==> src/rtl/dmem_pkg.sv <==
// Shared encodings for the data-memory arbiter: access sizes, FSM states
// and requester identities.
package dmem_pkg;

  localparam logic [1:0] SZ_BYTE = 2'b00;
  localparam logic [1:0] SZ_HALF = 2'b01;
  localparam logic [1:0] SZ_WORD = 2'b10;

  typedef enum logic [1:0] {
    S_IDLE   = 2'd0,
    S_ACCESS = 2'd1,
    S_RMW_WR = 2'd2
  } state_e;

  typedef enum logic {
    REQ_CPU = 1'b0,
    REQ_DMA = 1'b1
  } req_id_e;

  // Encoding 2'b11 is accepted and handled exactly like a word access.
  function automatic logic is_word(input logic [1:0] size);
    return (size == SZ_WORD) || (size == 2'b11);
  endfunction

endpackage

==> src/rtl/dmem_lane_merge.sv <==
// Inserts right-aligned store data into the byte or halfword lane of an
// existing memory word, and flags accesses that break natural alignment.
module dmem_lane_merge
  import dmem_pkg::*;
(
  input  logic [31:0] old_i,
  input  logic [31:0] wdata_i,
  input  logic [1:0]  size_i,
  input  logic [1:0]  addr_i,
  output logic [31:0] merged_o,
  output logic        misaligned_o
);

  // Lane replacement; word-sized accesses pass the store data straight through.
  always_comb begin
    merged_o = old_i;
    if (size_i == SZ_BYTE) begin
      case (addr_i)
        2'd0:    merged_o[7:0]   = wdata_i[7:0];
        2'd1:    merged_o[15:8]  = wdata_i[7:0];
        2'd2:    merged_o[23:16] = wdata_i[7:0];
        default: merged_o[31:24] = wdata_i[7:0];
      endcase
    end else if (size_i == SZ_HALF) begin
      if (addr_i[1]) merged_o[31:16] = wdata_i[15:0];
      else           merged_o[15:0]  = wdata_i[15:0];
    end else begin
      merged_o = wdata_i;
    end
  end

  // Halfwords need even addresses, words need addresses divisible by four.
  always_comb begin
    misaligned_o = ((size_i == SZ_HALF) && addr_i[0]) ||
                   (is_word(size_i) && (addr_i != 2'b00));
  end

endmodule

==> src/rtl/dmem_arbiter.sv <==
// Two-requester arbiter for the single-port data memory. Transactions are
// serialised through a small FSM; sub-word stores are turned into a
// read-modify-write pair because the memory has no byte enables.
module dmem_arbiter
  import dmem_pkg::*;
#(
  parameter int ADDR_W = 32,
  parameter int DATA_W = 32
) (
  input  logic              clk,
  input  logic              rst,

  input  logic              cpu_req,
  input  logic              cpu_we,
  input  logic [1:0]        cpu_size,
  input  logic [ADDR_W-1:0] cpu_addr,
  input  logic [DATA_W-1:0] cpu_wdata,
  output logic              cpu_gnt,
  output logic              cpu_rvalid,
  output logic [DATA_W-1:0] cpu_rdata,
  output logic              cpu_err,

  input  logic              dma_req,
  input  logic              dma_we,
  input  logic [1:0]        dma_size,
  input  logic [ADDR_W-1:0] dma_addr,
  input  logic [DATA_W-1:0] dma_wdata,
  output logic              dma_gnt,
  output logic              dma_rvalid,
  output logic [DATA_W-1:0] dma_rdata,
  output logic              dma_err,

  output logic [ADDR_W-1:0] mem_address,
  output logic [DATA_W-1:0] mem_write_data,
  output logic              mem_MemRW,
  input  logic [DATA_W-1:0] mem_read_data
);

  state_e            state_q, state_d;
  req_id_e           owner_q, owner_d;
  req_id_e           rr_last_q, rr_last_d;
  logic              we_q, we_d;
  logic [1:0]        size_q, size_d;
  logic [ADDR_W-1:0] addr_q, addr_d;
  logic [DATA_W-1:0] wdata_q, wdata_d;
  logic [DATA_W-1:0] old_q, old_d;
  logic [DATA_W-1:0] cpu_rdata_q, cpu_rdata_d;
  logic [DATA_W-1:0] dma_rdata_q, dma_rdata_d;
  logic              cpu_rvalid_q, cpu_rvalid_d;
  logic              dma_rvalid_q, dma_rvalid_d;
  logic              cpu_err_q, cpu_err_d;
  logic              dma_err_q, dma_err_d;

  req_id_e           win;
  logic              done, fault;
  logic              cpu_gnt_c, dma_gnt_c, mem_we_c;
  logic [ADDR_W-1:0] mem_addr_c;
  logic [DATA_W-1:0] mem_wd_c;
  logic [DATA_W-1:0] merged;
  logic              misaligned;

  dmem_lane_merge u_lane_merge (
    .old_i        (old_q),
    .wdata_i      (wdata_q),
    .size_i       (size_q),
    .addr_i       (addr_q[1:0]),
    .merged_o     (merged),
    .misaligned_o (misaligned)
  );

  // Arbitration, transaction sequencing and response routing.
  always_comb begin
    state_d      = state_q;
    owner_d      = owner_q;
    rr_last_d    = rr_last_q;
    we_d         = we_q;
    size_d       = size_q;
    addr_d       = addr_q;
    wdata_d      = wdata_q;
    old_d        = old_q;
    cpu_rdata_d  = cpu_rdata_q;
    dma_rdata_d  = dma_rdata_q;
    cpu_rvalid_d = 1'b0;
    dma_rvalid_d = 1'b0;
    cpu_err_d    = 1'b0;
    dma_err_d    = 1'b0;
    win          = REQ_CPU;
    done         = 1'b0;
    fault        = 1'b0;
    cpu_gnt_c    = 1'b0;
    dma_gnt_c    = 1'b0;
    mem_we_c     = 1'b0;
    mem_addr_c   = '0;
    mem_wd_c     = '0;

    case (state_q)
      S_IDLE: begin
        if (cpu_req || dma_req) begin
          if (cpu_req && dma_req) win = (rr_last_q == REQ_DMA) ? REQ_CPU : REQ_DMA;
          else                    win = cpu_req ? REQ_CPU : REQ_DMA;
          owner_d   = win;
          rr_last_d = win;
          state_d   = S_ACCESS;
          if (win == REQ_CPU) begin
            cpu_gnt_c = 1'b1;
            we_d      = cpu_we;
            size_d    = cpu_size;
            addr_d    = cpu_addr;
            wdata_d   = cpu_wdata;
          end else begin
            dma_gnt_c = 1'b1;
            we_d      = dma_we;
            size_d    = dma_size;
            addr_d    = dma_addr;
            wdata_d   = dma_wdata;
          end
        end
      end

      S_ACCESS: begin
        mem_addr_c = {addr_q[ADDR_W-1:2], 2'b00};
        if (misaligned) begin
          fault   = 1'b1;
          done    = 1'b1;
          state_d = S_IDLE;
        end else if (!we_q) begin
          if (owner_q == REQ_CPU) cpu_rdata_d = mem_read_data;
          else                    dma_rdata_d = mem_read_data;
          done    = 1'b1;
          state_d = S_IDLE;
        end else if (is_word(size_q)) begin
          mem_we_c = 1'b1;
          mem_wd_c = merged;
          done     = 1'b1;
          state_d  = S_IDLE;
        end else begin
          old_d   = mem_read_data;
          state_d = S_RMW_WR;
        end
      end

      S_RMW_WR: begin
        mem_addr_c = {addr_q[ADDR_W-1:2], 2'b00};
        mem_we_c   = 1'b1;
        mem_wd_c   = merged;
        done       = 1'b1;
        state_d    = S_IDLE;
      end

      default: state_d = S_IDLE;
    endcase

    if (done) begin
      if (owner_q == REQ_CPU) begin
        cpu_rvalid_d = 1'b1;
        cpu_err_d    = fault;
      end else begin
        dma_rvalid_d = 1'b1;
        dma_err_d    = fault;
      end
    end
  end

  // State and transaction registers; reset aborts any transaction in flight.
  always_ff @(posedge clk) begin
    if (rst) begin
      state_q      <= S_IDLE;
      owner_q      <= REQ_CPU;
      rr_last_q    <= REQ_DMA;
      we_q         <= 1'b0;
      size_q       <= SZ_BYTE;
      addr_q       <= '0;
      wdata_q      <= '0;
      old_q        <= '0;
      cpu_rdata_q  <= '0;
      dma_rdata_q  <= '0;
      cpu_rvalid_q <= 1'b0;
      dma_rvalid_q <= 1'b0;
      cpu_err_q    <= 1'b0;
      dma_err_q    <= 1'b0;
    end else begin
      state_q      <= state_d;
      owner_q      <= owner_d;
      rr_last_q    <= rr_last_d;
      we_q         <= we_d;
      size_q       <= size_d;
      addr_q       <= addr_d;
      wdata_q      <= wdata_d;
      old_q        <= old_d;
      cpu_rdata_q  <= cpu_rdata_d;
      dma_rdata_q  <= dma_rdata_d;
      cpu_rvalid_q <= cpu_rvalid_d;
      dma_rvalid_q <= dma_rvalid_d;
      cpu_err_q    <= cpu_err_d;
      dma_err_q    <= dma_err_d;
    end
  end

  // Grants and memory strobes are suppressed while reset is asserted so an
  // aborted transaction never writes and no request is accepted.
  always_comb begin
    cpu_gnt        = cpu_gnt_c & ~rst;
    dma_gnt        = dma_gnt_c & ~rst;
    mem_MemRW      = mem_we_c & ~rst;
    mem_address    = rst ? '0 : mem_addr_c;
    mem_write_data = (mem_we_c && !rst) ? mem_wd_c : '0;
    cpu_rvalid     = cpu_rvalid_q;
    dma_rvalid     = dma_rvalid_q;
    cpu_err        = cpu_err_q;
    dma_err        = dma_err_q;
    cpu_rdata      = cpu_rdata_q;
    dma_rdata      = dma_rdata_q;
  end

endmodule

==> config.mk <==
export PLATFORM = sky130hd
export DESIGN_NAME = dmem_arbiter
export DESIGN_NICKNAME = d
export VERILOG_FILES = /design/src/rtl/dmem_pkg.sv /design/src/rtl/dmem_lane_merge.sv /design/src/rtl/dmem_arbiter.sv
export SDC_FILE = /design/constraint.sdc
export NUM_CORES = 1
export LEC_CHECK = 0
export ABC_AREA = 1
export CORE_ASPECT_RATIO = 0.6
export CORE_MARGIN = 10
export CORE_UTILIZATION = 42
export DETAILED_ROUTE_END_ITERATION = 12
export PLACE_DENSITY_LB_ADDON = 0.12
export SLEW_MARGIN = 20
export SYNTH_ARGS = -nofsm -noshare
export SYNTH_HDL_FRONTEND = slang
export SYNTH_SLANG_ARGS = --single-unit
==> constraint.sdc <==
create_clock -name clk -period 2.9 [get_ports clk]
set_input_delay 0.58 -clock clk [delete_from_list [all_inputs] [get_ports clk]]
set_output_delay 0.58 -clock clk [all_outputs]
set_load 0.005 [all_outputs]
==> flow_metrics.tcl <==
set metrics [dict create \
    p_per_area_nw_per_um2 505 \
    fillers 2218 \
    ioPinCount 305 \
    area_delta_synth_final_pct 40.0 \
    synthCells 1606 \
    critical_path.cell_chain "nor2_2 > inv_1 > buf_4 > nand3_1 > a21oi_2 > clkdlybuf4s50_1" \
    rrSetupSlack_ps 690 \
    setup-tns-final_ps 0 \
    rows 42 \
    clk_path_buf_depth 2 \
    cap_violations 0 \
    synth_cell_type_count 28 \
    postCtsSetupRepairBufs 0 \
    wire_per_inst_um 16.4 \
    min_period_ps 2810 \
    initial_core_util 0.431 \
    grt_max_degree 98 \
    max-vdd-ir-drop_mv 0.503 \
    num_vias 10500 \
    numCtsBuffers 17 \
    antenna_found_initial 0 \
    timing.rr.start "state_q[1]$_SDFFE_PP0P_" \
    path_depth 6 \
    cp_max_fo 8 \
    syn_area_per_cell_sq_um 5.98 \
    ys_warn_count 0 \
    crit_family "buffers and inverters" \
    wirelength_mm 35.6 \
    setup_viol 0 \
    holdCritStartpoint "addr_q[22]$_SDFFE_PP0P_" \
    nets 2028 \
    hold_class "flop to flop" \
    clk_latency_ps 430 \
    p_leak_nw 6.81 \
    drt_iter0_drc 992 \
    critPathCapture "mem_write_data[6]" \
    io_buffers 302 \
    synth_seq_cells 171 \
    drtAntennaViolNets 0 \
    worstPathArrival_ps 2230 \
    tightest_slew_ps 964 \
    cts_hold_buf 0 \
    cts.sinks 171 \
    critPathLaunch "size_q[1]$_SDFFE_PP0P_" \
    fp.dieH_um 137 \
    slew_viol_final 0 \
    avgViaCountPerCell 4.83 \
    dp_hpwl_mm 26.5 \
    final.setup.worst_slack_ps 90.1 \
    drcViolationCount 0 \
    dr.pass1.iters 5 \
    rr_worst_depth 9 \
    clk_pin_slew_worst_paths_ps 60 \
    cp_slowest_cell "clkdlybuf4s50_1" \
    dpl_cell_area_sq_um 12800 \
    cts_max_level 4 \
    grt_overflow_total 0 \
    cp-end-kind "output port" \
    first_global_vias 9762 \
    worstPathRequired_ps 2320 \
    stdcell_area_sq_um 13500 \
    drive_gt1_frac 0.0520 \
    cp-start-kind "flop" \
    fmax_mhz 356 \
    cts_root_buffer "clkbuf_16" \
    outcome "completed" \
    track_usage 0.234 \
    die_w_um 215 \
    r2r-end "dma_rdata[26]$_SDFFE_PP0P_" \
    crit_type "flop to output port" \
    p_total_w 0.00680 \
    slew_headroom 0.357 \
    final_hold_viol_count 0 \
    place_congestion 0.960 \
    die-area_sq_um 29500 \
    crit_buf_inv 3 \
    n_antenna_cell 0 \
    synth_seq_area_share 0.356 \
    grt_first_pass_wirelength_mm 55.3 \
    place_ws_ps 193 \
    rsz0062_at_grt "yes" \
    core_sq_um 22300 \
    clock_skew_ps 6.16 \
    finalCritPeriodShare 0.969 \
    synth_area_sq_um 9610 \
    cts_tree "done" \
    crit_path_max_incr_delay_ps 510 \
]
[Yosys cell counts (all sizes together)]
cell,number,share of area
nand2,491,0.19
inv,319,0.12
dfxtp,171,0.36
nor2,154,0.061
nand3,127,0.068
a21oi,108,0.056
buf,65,0.039
nand4,64,0.042
clkbuf,39,0.015
o21ai,34,0.018
o211ai,17,0.013
nand3b,10,0.0078
ha,3,0.0039
nor3,2,0.0010
clkinv,1,0.00039
conb,1,0.00039
[area by class of cell]
class / count / area [sq um] / share of cell area
clock buffers: 24 / 512 / 0.0380
clock inverters: 5 / 82.6 / 0.00614
inverters: 320 / 1210 / 0.0902
multi-input cells: 1012 / 4520 / 0.336
flip-flops and latches: 171 / 3430 / 0.255
well taps: 308 / 385 / 0.0286
repair buffers: 333 / 3310 / 0.246
[logic make-up (layout without fill, tap and decap cells)]
family	after synthesis	in the layout	synth area share
other cells	1	2	0.000390
buf+inv	424	682	0.179
fa+ha+maj	3	3	0.00391
simple gates	848	848	0.373
flops	171	171	0.356
compound gates	159	159	0.0872
[metal layers]
layer / GRT usage / up-vias / share of wire
met5: 0 / - / 0
met4: 0.0518 / 0 / 0.013
met3: 0.0646 / 29 / 0.079
met2: 0.366 / 359 / 0.45
met1: 0.316 / 4739 / 0.46
li1: - / 5373 / -
[layout by cell type (no fill, tap or decap), drive strengths merged]
cell type / n
clkinv: 4
clkdlybuf4s50: 274
o211ai: 17
buf: 32
dfxtp: 171
ha: 3
inv: 319
clkbuf: 24
dlymetal6s2s: 14
bufinv: 2
conb: 2
nand3b: 10
nor2: 154
a21oi: 108
nand4: 64
nor3: 2
nand3: 127
nand2: 491
o21ai: 34
dlygate4sd2: 13
[flip-flops by register name, indices dropped and copies added (netlist names)]
name        count
cpu_rvalid      1
state_q         2
dma_rdata      32
rr_last_q       1
dma_err         1
size_q          2
cpu_err         1
dma_rvalid      1
we_q            1
addr_q         32
wdata_q        32
owner_q         1
cpu_rdata      32
old_q          32
[worst min-delay path by stage]
| stage | endpoint | cells past startpoint |
|---|---|---|
| global placement | addr_q[30]$_SDFFE_PP0P_ | 2 |
| finish | addr_q[22]$_SDFFE_PP0P_ | 2 |
| CTS | state_q[0]$_SDFFE_PP0P_ | 4 |
| detailed placement | addr_q[25]$_SDFFE_PP0P_ | 2 |
| floorplan | addr_q[23]$_SDFFE_PP0P_ | 2 |
| global route | state_q[0]$_SDFFE_PP0P_ | 4 |
[where the power goes]
| part | internal [W] | switching (W) | total [W] |
|---|---|---|---|
| registers | 0.00256 | 0.000122 | 0.00268 |
| logic | 0.000749 | 0.00102 | 0.00177 |
| clock network | 0.00140 | 0.000947 | 0.00234 |
[worst min-delay path, cell delays in order, from the launching register on]
cell and delay, ps:
dfxtp_1 310, nand2_1 60, a21oi_1 50
[through the flow]
| stage | instances | util | hold slack, ps |
|---|---|---|---|
| final | 2173 | 0.604 | 467 |
| after global routing | 2173 | 0.604 | 483 |
| after CTS | 2173 | 0.601 | 458 |
| after detailed placement | 2144 | 0.574 | 455 |
| after global placement | 2144 | 0.574 | 454 |
| after floorplan | 1607 | - | 445 |
[timing repair]
item | 4_1_cts | 5_1_grt
setup endpoints to repair | 24 | 21
endpoints found under the hold margin | 0 | 0
resized for setup | 20 | 31
Note: power is estimated with default switching activity, not from simulation.
